File: src/rtl/mul_seq_pkg.sv
// Shared definitions for the sequential shift-add multiplier: FSM states,
// radix legality check and iteration-count helper.
package mul_seq_pkg;

  typedef enum logic [1:0] {
    IDLE,
    CALC,
    FIX,
    DONE
  } mul_state_e;

  function automatic bit radix_legal(int unsigned radix_bits);
    return (radix_bits == 1) || (radix_bits == 2) || (radix_bits == 4);
  endfunction

  function automatic int unsigned calc_iters(int unsigned width, int unsigned radix_bits);
    return width / radix_bits;
  endfunction

endpackage

File: src/rtl/adder_nbit.sv
// Plain W-bit adder; carry out is dropped so sums wrap modulo 2^W.
module adder_nbit #(
  parameter int unsigned WIDTH = 64
) (
  input  logic [WIDTH-1:0] a_i,
  input  logic [WIDTH-1:0] b_i,
  output logic [WIDTH-1:0] sum_o
);

  assign sum_o = a_i + b_i;

endmodule

File: src/rtl/mul_seq_pp_gen.sv
// Partial product for one RADIX_BITS-wide multiplier digit, built as a sum
// of shifted copies of the multiplicand.
module mul_seq_pp_gen #(
  parameter int unsigned W          = 64,
  parameter int unsigned RADIX_BITS = 2
) (
  input  logic [W-1:0]          mcand_i,
  input  logic [RADIX_BITS-1:0] digit_i,
  output logic [W-1:0]          pp_o
);

  always_comb begin
    pp_o = '0;
    for (int i = 0; i < RADIX_BITS; i++) begin
      if (digit_i[i]) begin
        pp_o = pp_o + (mcand_i << i);
      end
    end
  end

endmodule

File: src/rtl/mul_seq_nbit.sv
// Iterative radix-2^RADIX_BITS signed/unsigned multiplier with valid/ready
// handshakes. Define MUL_SEQ_EARLY_TERM_EN to stop CALC once the multiplier is exhausted.
module mul_seq_nbit
  import mul_seq_pkg::*;
#(
  parameter int unsigned WIDTH      = 32,
  parameter int unsigned RADIX_BITS = 2
) (
  input  logic               clk,
  input  logic               rst,
  input  logic               in_valid,
  output logic               in_ready,
  input  logic               in_signed,
  input  logic [WIDTH-1:0]   A,
  input  logic [WIDTH-1:0]   B,
  output logic               out_valid,
  input  logic               out_ready,
  output logic [2*WIDTH-1:0] P,
  output logic [WIDTH-1:0]   P_LO
);

  localparam int unsigned ITERS = calc_iters(WIDTH, RADIX_BITS);
  localparam int unsigned CntW  = (ITERS > 1) ? $clog2(ITERS) : 1;
  localparam int unsigned PW    = 2 * WIDTH;

  if (!radix_legal(RADIX_BITS) || (WIDTH < 2) || ((WIDTH % RADIX_BITS) != 0)) begin : g_param_err
    $fatal(1, "mul_seq_nbit: illegal WIDTH/RADIX_BITS combination");
  end

  mul_state_e      state_q, state_d;
  logic [PW-1:0]   mcand_q, mcand_d;
  logic [WIDTH-1:0] mplier_q, mplier_d;
  logic [PW-1:0]   acc_q, acc_d;
  logic [CntW-1:0] cnt_q, cnt_d;
  logic            neg_q, neg_d;
  logic [PW-1:0]   p_q, p_d;

  logic [PW-1:0]    pp;
  logic [PW-1:0]    acc_sum;
  logic [WIDTH-1:0] mplier_shift;
  logic [WIDTH-1:0] a_mag, b_mag;
  logic             calc_last;

  // -2^(W-1) negates to itself, which read as unsigned is the correct magnitude.
  assign a_mag        = (in_signed && A[WIDTH-1]) ? -A : A;
  assign b_mag        = (in_signed && B[WIDTH-1]) ? -B : B;
  assign mplier_shift = mplier_q >> RADIX_BITS;

`ifdef MUL_SEQ_EARLY_TERM_EN
  assign calc_last = (cnt_q == CntW'(ITERS - 1)) || (mplier_shift == '0);
`else
  assign calc_last = (cnt_q == CntW'(ITERS - 1));
`endif

  mul_seq_pp_gen #(
    .W          (PW),
    .RADIX_BITS (RADIX_BITS)
  ) u_pp_gen (
    .mcand_i (mcand_q),
    .digit_i (mplier_q[RADIX_BITS-1:0]),
    .pp_o    (pp)
  );

  adder_nbit #(
    .WIDTH (PW)
  ) u_acc_add (
    .a_i   (acc_q),
    .b_i   (pp),
    .sum_o (acc_sum)
  );

  always_comb begin
    state_d  = state_q;
    mcand_d  = mcand_q;
    mplier_d = mplier_q;
    acc_d    = acc_q;
    cnt_d    = cnt_q;
    neg_d    = neg_q;
    p_d      = p_q;
    unique case (state_q)
      IDLE: begin
        if (in_valid) begin
          mcand_d  = {{WIDTH{1'b0}}, a_mag};
          mplier_d = b_mag;
          neg_d    = in_signed & (A[WIDTH-1] ^ B[WIDTH-1]);
          acc_d    = '0;
          cnt_d    = '0;
          state_d  = CALC;
        end
      end
      CALC: begin
        acc_d    = acc_sum;
        mcand_d  = mcand_q << RADIX_BITS;
        mplier_d = mplier_shift;
        cnt_d    = cnt_q + 1'b1;
        if (calc_last) begin
          state_d = FIX;
        end
      end
      FIX: begin
        p_d     = neg_q ? -acc_q : acc_q;
        state_d = DONE;
      end
      DONE: begin
        if (out_ready) begin
          state_d = IDLE;
        end
      end
      default: state_d = IDLE;
    endcase
  end

  always_ff @(posedge clk) begin
    if (rst) begin
      state_q  <= IDLE;
      mcand_q  <= '0;
      mplier_q <= '0;
      acc_q    <= '0;
      cnt_q    <= '0;
      neg_q    <= 1'b0;
      p_q      <= '0;
    end else begin
      state_q  <= state_d;
      mcand_q  <= mcand_d;
      mplier_q <= mplier_d;
      acc_q    <= acc_d;
      cnt_q    <= cnt_d;
      neg_q    <= neg_d;
      p_q      <= p_d;
    end
  end

  assign in_ready  = (state_q == IDLE);
  assign out_valid = (state_q == DONE);
  assign P         = p_q;
  assign P_LO      = p_q[WIDTH-1:0];

endmodule

File: config.mk
export PLATFORM = sky130hd
export DESIGN_NAME = mul_seq_nbit
export DESIGN_NICKNAME = d
export VERILOG_FILES = /design/src/rtl/mul_seq_pkg.sv /design/src/rtl/adder_nbit.sv /design/src/rtl/mul_seq_pp_gen.sv /design/src/rtl/mul_seq_nbit.sv
export SDC_FILE = /design/constraint.sdc
export NUM_CORES = 1
export LEC_CHECK = 0
export CAP_MARGIN = 40
export CORE_UTILIZATION = 39
export CTS_CLUSTER_SIZE = 10
export DETAILED_ROUTE_END_ITERATION = 7
export PLACE_DENSITY = 0.56
export SYNTH_ARGS = -nofsm -noshare
export SYNTH_HDL_FRONTEND = slang
export SYNTH_SLANG_ARGS = --single-unit
File: constraint.sdc
create_clock -name clk -period 21.1 [get_ports clk]
set_clock_uncertainty 0.1 [all_clocks]
set_input_delay 3.165 -clock clk [delete_from_list [all_inputs] [get_ports clk]]
set_output_delay 3.165 -clock clk [all_outputs]
set_load 0.03 [all_outputs]
==> results of run 1 <==
-- through the flow --
| stage | util, % | power [mW] | cells |
|---|---|---|---|
| 3_5_place_dp | 42.90 | 1.672 | 3420 |
| 2_1_floorplan | - | 1.372 | 2777 |
| 6_report | 44.64 | 2.148 | 3467 |
| 4_1_cts | 44.63 | 2.169 | 3466 |
| 5_1_grt | 44.63 | 2.298 | 3466 |
| 3_3_place_gp | 42.81 | 1.652 | 3417 |
-- layout make-up --
class | count | area share (%)
flip-flops and latches | 231 | 20.18
well taps | 680 | 3.708
repair buffers | 182 | 7.868
clock buffers | 42 | 3.463
clock inverters | 4 | 0.4144
multi-input cells | 2265 | 63.34
inverters | 62 | 1.014
diodes | 1 | 0.01091
-- sequential cells by signal, summed over array words and instances (netlist names) --
name	cells
P	64
mplier_q	32
cnt_q	4
neg_q	1
acc_q	64
state_q	2
mcand_q	64
-- critical path: stages (launching register included) --
cell and delay [ns]:
dfxtp_4 0.35, buf_4 0.59, buf_4 0.64, and2_1 0.24
ha_1 0.32, a21oi_1 0.18, o21ai_1 0.10, or4_1 0.40
a41oi_1 0.30, o221ai_1 0.16, nor2_2 0.27, a21oi_2 0.15
a211o_1 0.35, xor2_1 0.16, mux2_2 0.28, ha_1 0.22
a21o_1 0.18, a21o_1 0.19, a21o_1 0.19, a21o_1 0.18
a211oi_1 0.33, o2111ai_1 0.22, a2111oi_0 0.45, nor4_1 0.11
and3_1 0.21, o211a_1 0.20, a211o_1 0.21
-- logic make-up (layout without fill, tap and decap cells) --
kind of cell	Yosys count	count (layout)	synth area share (%)
other	0	1	0
DFF	231	231	22.72
and+or+nand+nor	997	997	22.87
muxes	44	44	2.287
buffers and inverters	281	290	6.024
xor gates and xnor gates	256	256	11.02
AOI/OAI and AO/OA	855	855	28.06
adders and majority gates	113	113	7.020
-- power groups by stage --
| stage | registers (mW) | clock network, mW | logic [mW] |
|---|---|---|---|
| global route | 0.692 | 0.517 | 1.09 |
| floorplan | 0.651 | 0 | 0.720 |
| global placement | 0.674 | 0 | 0.978 |
| finish | 0.670 | 0.485 | 0.992 |
| detailed placement | 0.677 | 0 | 0.995 |
| CTS | 0.669 | 0.502 | 0.998 |
-- worst max path at each step --
stage                     start         to  slack (ns)
detailed placement  mplier_q[0]  acc_q[63]       13.71
floorplan           mplier_q[0]  acc_q[63]       13.73
global placement    mplier_q[0]  acc_q[63]       13.87
CTS                 mplier_q[0]  acc_q[63]       13.66
finish              mplier_q[0]  acc_q[63]       13.65
global route         mcand_q[2]  acc_q[57]       13.00
-- layer usage --
metal	share of wire, %	vias up	track usage (%)	routed length, um
li1	-	9993	-	-
met1	51	9135	35.00	31700
met2	42	513	33.67	25830
met3	4.5	74	1.952	2767
met4	2.3	0	6.126	1420
met5	0	-	0	0
-- cells in the mapped netlist, types with 28 or more instances --
cell type and n:
a211oi_1 65, a21o_1 67, a21oi_1 181, a22oi_1 85
a31oi_1 31, and2_1 49, buf_4 35, clkbuf_1 151
dfxtp_1 231, ha_1 111, inv_1 60, nand2_1 344
nand2b_1 31, nand3_1 39, nand4_1 32, nor2_1 307
nor3_1 33, o21ai_0 181, o31ai_1 28, xnor2_1 114
xor2_1 142
==> flow_metrics.env, run 1 <==
export IMPL_status="finished clean"
export IMPL_fillers=5244
export IMPL_post_cts_resized=0
export IMPL_r2r_slack_ns=13.65
export IMPL_p_int_mw=1.165
export IMPL_start_kind="register"
export IMPL_synth_seq_cells=231
export IMPL_yosys_warnings=0
export IMPL_p_comb_share_pct=46.2
export IMPL_first_global_vias=18585
export IMPL_worstRegToRegCells=26
export IMPL_grt_antenna_before_repair=0
export IMPL_die_h_um=230.5
export IMPL_die_area_um2=53110
export IMPL_hold_start="mplier_q[29]"
export IMPL_drt_pass1_iterations=6
export IMPL_worstHoldEndpoint="mplier_q[29]"
export IMPL_tritoncts="built"
export IMPL_grt_overflow_total=0
export IMPL_start_util_pct=39.60
export IMPL_max_vdd_ir_drop_v=0.00006952
export IMPL_crit_path_end_kind="register"
export IMPL_setup_tns_final_ns=0
export IMPL_synth_flop_cell="dfxtp_1"
export IMPL_drc_errors=0
export IMPL_place_gp_congestion=0.9245
export IMPL_root_buffer="clkbuf_16"
export IMPL_synth_edff_count=0
export IMPL_powerDensity_nw_per_um2=93.60
export IMPL_power_frac_clock_pct=22.6
export IMPL_grt_pass1_wl_um=100400
export IMPL_rr_startpoint="mplier_q[0]"
export IMPL_cts_setup_buffers=0
export IMPL_drt_vias_per_instance=5.686
export IMPL_area_growth_pct=12.73
export IMPL_multiInputGateArea_um2=14530
export IMPL_slew_headroom_pct=40.02
export IMPL_coreArea_um2=51410
export IMPL_ios=167
export IMPL_cts_hold_buf=0
export IMPL_fin_crit_ns=7.453
export IMPL_ys_top_cells_by_area="dfxtp_1, ha_1, nand2_1, xor2_1, nor2_1"
export IMPL_htree_levels=1
export IMPL_switching_share_pct=45.75
export IMPL_io_buffers=166
export IMPL_slew_violations=0
export IMPL_postRouteAntennaNets=0
export IMPL_grt_max_degree=80
export IMPL_fin_crit_sh_pct=35.32
export IMPL_final_cell_mix="nand2_1, nor2_1, dfxtp_1"
export IMPL_row_count=83
export IMPL_die_w_um=230.5
export IMPL_critPathMaxFanout=79
export IMPL_p_leak_nw=8.996
export IMPL_seqCellArea_um2=4631
export IMPL_max_cap_viol_count=0
export IMPL_clockBufferDepth=3
export IMPL_worstMarginPinSlew_ns=0.8903
export IMPL_p_seq_share_pct=31.2
export IMPL_layout_commonest_cell="nand2_1"
export IMPL_clock_sinks=231
export IMPL_holdPathStages=2
export IMPL_ys_types=95
export IMPL_clkTransAtPathRegs_ns=0.06
export IMPL_syn_cell_area_um2=20350
export IMPL_finalHoldViolCount=0
export IMPL_ys_seq_area_share_pct=22.72
export IMPL_syn_inst=2777
export IMPL_num_vias=19715
export IMPL_fmax_mhz=134.2
export IMPL_rsz0062_at_grt="false"
export IMPL_path_class="register to register"
export IMPL_fin_area_um2=22950
export IMPL_syn_nets=2959
export IMPL_setup_viol=0
export IMPL_yosysTopAreaCell="dfxtp_1"
export IMPL_worstPathRequired_ns=21.46
export IMPL_hold_slack_ns=0.3579
export IMPL_avgRoutedWirePerCell_um=17.80
export IMPL_synth_top_cell_area_share_pct=22.72
export IMPL_rr_endpoint="acc_q[63]"
export IMPL_numCtsBuffers=29
export IMPL_drt_iter0_markers=1886
export IMPL_drive_gt1_share_pct=4.235
export IMPL_clock_latency_ns=0.56
export IMPL_finalWirelength_um=61720
export IMPL_place_ws_ns=13.71
export IMPL_nets=2953
export IMPL_synth_area_per_cell_um2=7.330
export IMPL_post_dp_cell_area_um2=22050
export IMPL_worstPathArrival_ns=7.81
export IMPL_grt_total_usage_pct=22.85
export IMPL_post_dp_hpwl_um=46750
export IMPL_switchingPower_mw=0.9826
export IMPL_min_path_type="register to register"
export IMPL_ys_async_sr_fraction_pct=0
export IMPL_fin_ws_ns=13.65
Note: power is estimated with default switching activity, not from simulation.
==> run 2, diff against run 1 <==
==> constraint.sdc (replaced) <==
create_clock -name clk -period 7.04 [get_ports clk]
set_clock_uncertainty 0.1 [all_clocks]
set_input_delay 1.056 -clock clk [delete_from_list [all_inputs] [get_ports clk]]
set_output_delay 1.056 -clock clk [all_outputs]
set_load 0.03 [all_outputs]
==> run 2 against run 1 <==
Against the previous run: register-to-register slack worse by 13 ns; via count is 0.34% higher; highest routed layer unchanged; combinational power grew to 3.1 times the previous value.
==> flow_metrics.env, run 2 (synthesis gave the netlist of run 1 again) <==
export IMPL_post_dp_hpwl_um=46440
export IMPL_worstPathArrival_ns=7.01
export IMPL_max_vdd_ir_drop_v=0.0002745
export IMPL_grt_antenna_before_repair=0
export IMPL_grt_max_degree=123
export IMPL_crit_top_cell="a21o_1"
export IMPL_grt_total_usage_pct=22.55
export IMPL_crit_path_top_delay_cell="fa_1"
export IMPL_r2r_slack_ns=0.41
export IMPL_setup_viol=0
export IMPL_row_count=83
export IMPL_status="finished clean"
export IMPL_slew_headroom_pct=42.89
export IMPL_crit_path_end="acc_q[63]"
export IMPL_drt_pass1_iterations=7
export IMPL_htree_levels=1
export IMPL_p_leak_nw=9.102
export IMPL_area_growth_pct=13.77
export IMPL_post_cts_resized=0
export IMPL_worstRegToRegCells=27
export IMPL_nets=2967
export IMPL_grt_pass1_wl_um=99260
export IMPL_cts_hold_buf=0
export IMPL_avgRoutedWirePerCell_um=17.66
export IMPL_worstPathRequired_ns=7.42
export IMPL_setup_tns_final_ns=0
export IMPL_slew_violations=0
export IMPL_fin_crit_ns=6.634
export IMPL_crit_family="compound AO/OA/AOI/OAI gates"
export IMPL_drive_gt1_share_pct=5.066
export IMPL_critPathMaxFanout=6
export IMPL_clock_sinks=231
export IMPL_fin_crit_sh_pct=94.23
export IMPL_fmax_mhz=150.7
export IMPL_postRouteAntennaNets=0
export IMPL_root_buffer="clkbuf_16"
export IMPL_final_cell_mix="nand2_1, nor2_1, dfxtp_1"
export IMPL_finalWirelength_um=61520
export IMPL_num_vias=19783
export IMPL_die_w_um=230.5
export IMPL_io_buffers=166
export IMPL_startpoint="mcand_q[1]"
export IMPL_layout_commonest_cell="nand2_1"
export IMPL_fillers=5226
export IMPL_rsz0062_at_grt="false"
export IMPL_crit_path_end_kind="register"
export IMPL_hold_slack_ns=0.3539
export IMPL_die_area_um2=53110
export IMPL_start_util_pct=39.60
export IMPL_seqCellArea_um2=4631
export IMPL_critPathMaxStageDelay_ns=0.49
export IMPL_start_kind="register"
export IMPL_drc_errors=0
export IMPL_clkTransAtPathRegs_ns=0.06
export IMPL_first_global_vias=18323
export IMPL_powerDensity_nw_per_um2=281.5
export IMPL_place_gp_congestion=0.9189
export IMPL_fin_area_um2=23160
export IMPL_crit_cells=27
export IMPL_min_path_type="register to register"
export IMPL_drt_vias_per_instance=5.680
export IMPL_crit_buf_inv=2
export IMPL_ios=167
export IMPL_drt_iter0_markers=1654
export IMPL_numCtsBuffers=30
export IMPL_clockBufferDepth=3
export IMPL_finalHoldViolCount=0
export IMPL_max_cap_viol_count=0
export IMPL_path_class="register to register"
export IMPL_coreArea_um2=51410
export IMPL_post_dp_cell_area_um2=22190
export IMPL_rr_startpoint="mcand_q[1]"
export IMPL_die_h_um=230.5
export IMPL_worstMarginPinSlew_ns=0.8488
export IMPL_rr_endpoint="acc_q[63]"
export IMPL_multiInputGateArea_um2=14560
export IMPL_tritoncts="built"
export IMPL_cts_setup_buffers=0
export IMPL_clock_latency_ns=0.58
export IMPL_diodes=0
export IMPL_grt_overflow_total=0
run 2: cell count changes in the layout (fill, tap and decap cells not counted), sizes merged:
cell,change
clkinv,+3
clkinvlp,+1
buf,+13
diode,-1
clkbuf,+1
bufinv,-1
run 2: final cells by class:
cell class	count	share of cell area, %
Tap cell	680	3.674
Inverter	62	1.005
Multi-Input combinational cell	2265	62.87
Clock inverter	7	0.4268
Timing Repair Buffer	195	8.402
Sequential cell	231	20.00
Clock buffer	43	3.625
run 2: power breakdown:
part	switching [mW]	internal [mW]	total (mW)
sequential	0.389	1.57	1.95
clock	0.590	0.890	1.48
combinational	1.99	1.09	3.08
total	2.97	3.55	6.52
run 2: layer usage:
metal	share of wire, %	wire length [um]	vias to the layer above	track usage, %
li1	-	-	10035	-
met1	51	31420	9168	34.01
met2	42	25970	520	34.07
met3	5.2	3178	60	2.569
met4	1.6	955	0	4.532
met5	0	0	-	0
run 2: tightest hold or removal path, stage by stage (launching register included):
cell	delay (ns)
dfxtp_1	0.31
nand2_1	0.05
a21oi_1	0.05
run 2: how the worst min path moves through the flow:
stage                 startpoint      endpoint  slack (ns)  depth (start not counted)
detailed placement  mplier_q[29]  mplier_q[29]        0.35                          2
finish              mplier_q[29]  mplier_q[29]        0.35                          2
CTS                 mplier_q[29]  mplier_q[29]        0.36                          2
global placement    mplier_q[29]  mplier_q[29]        0.34                          2
global route        mplier_q[27]  mplier_q[27]        0.38                          2
floorplan           mplier_q[27]  mplier_q[27]        0.33                          2
run 2: through the flow:
step	instances	total power [mW]	worst slack, ns	utilization, %
2_1_floorplan	2777	4.113	0.04093	-
3_3_place_gp	3429	4.989	0.4426	43.01
3_5_place_dp	3433	5.060	0.2730	43.17
4_1_cts	3483	6.566	0.2291	45.00
5_1_grt	3483	6.947	0.04397	45.05
6_report	3483	6.518	0.4059	45.05
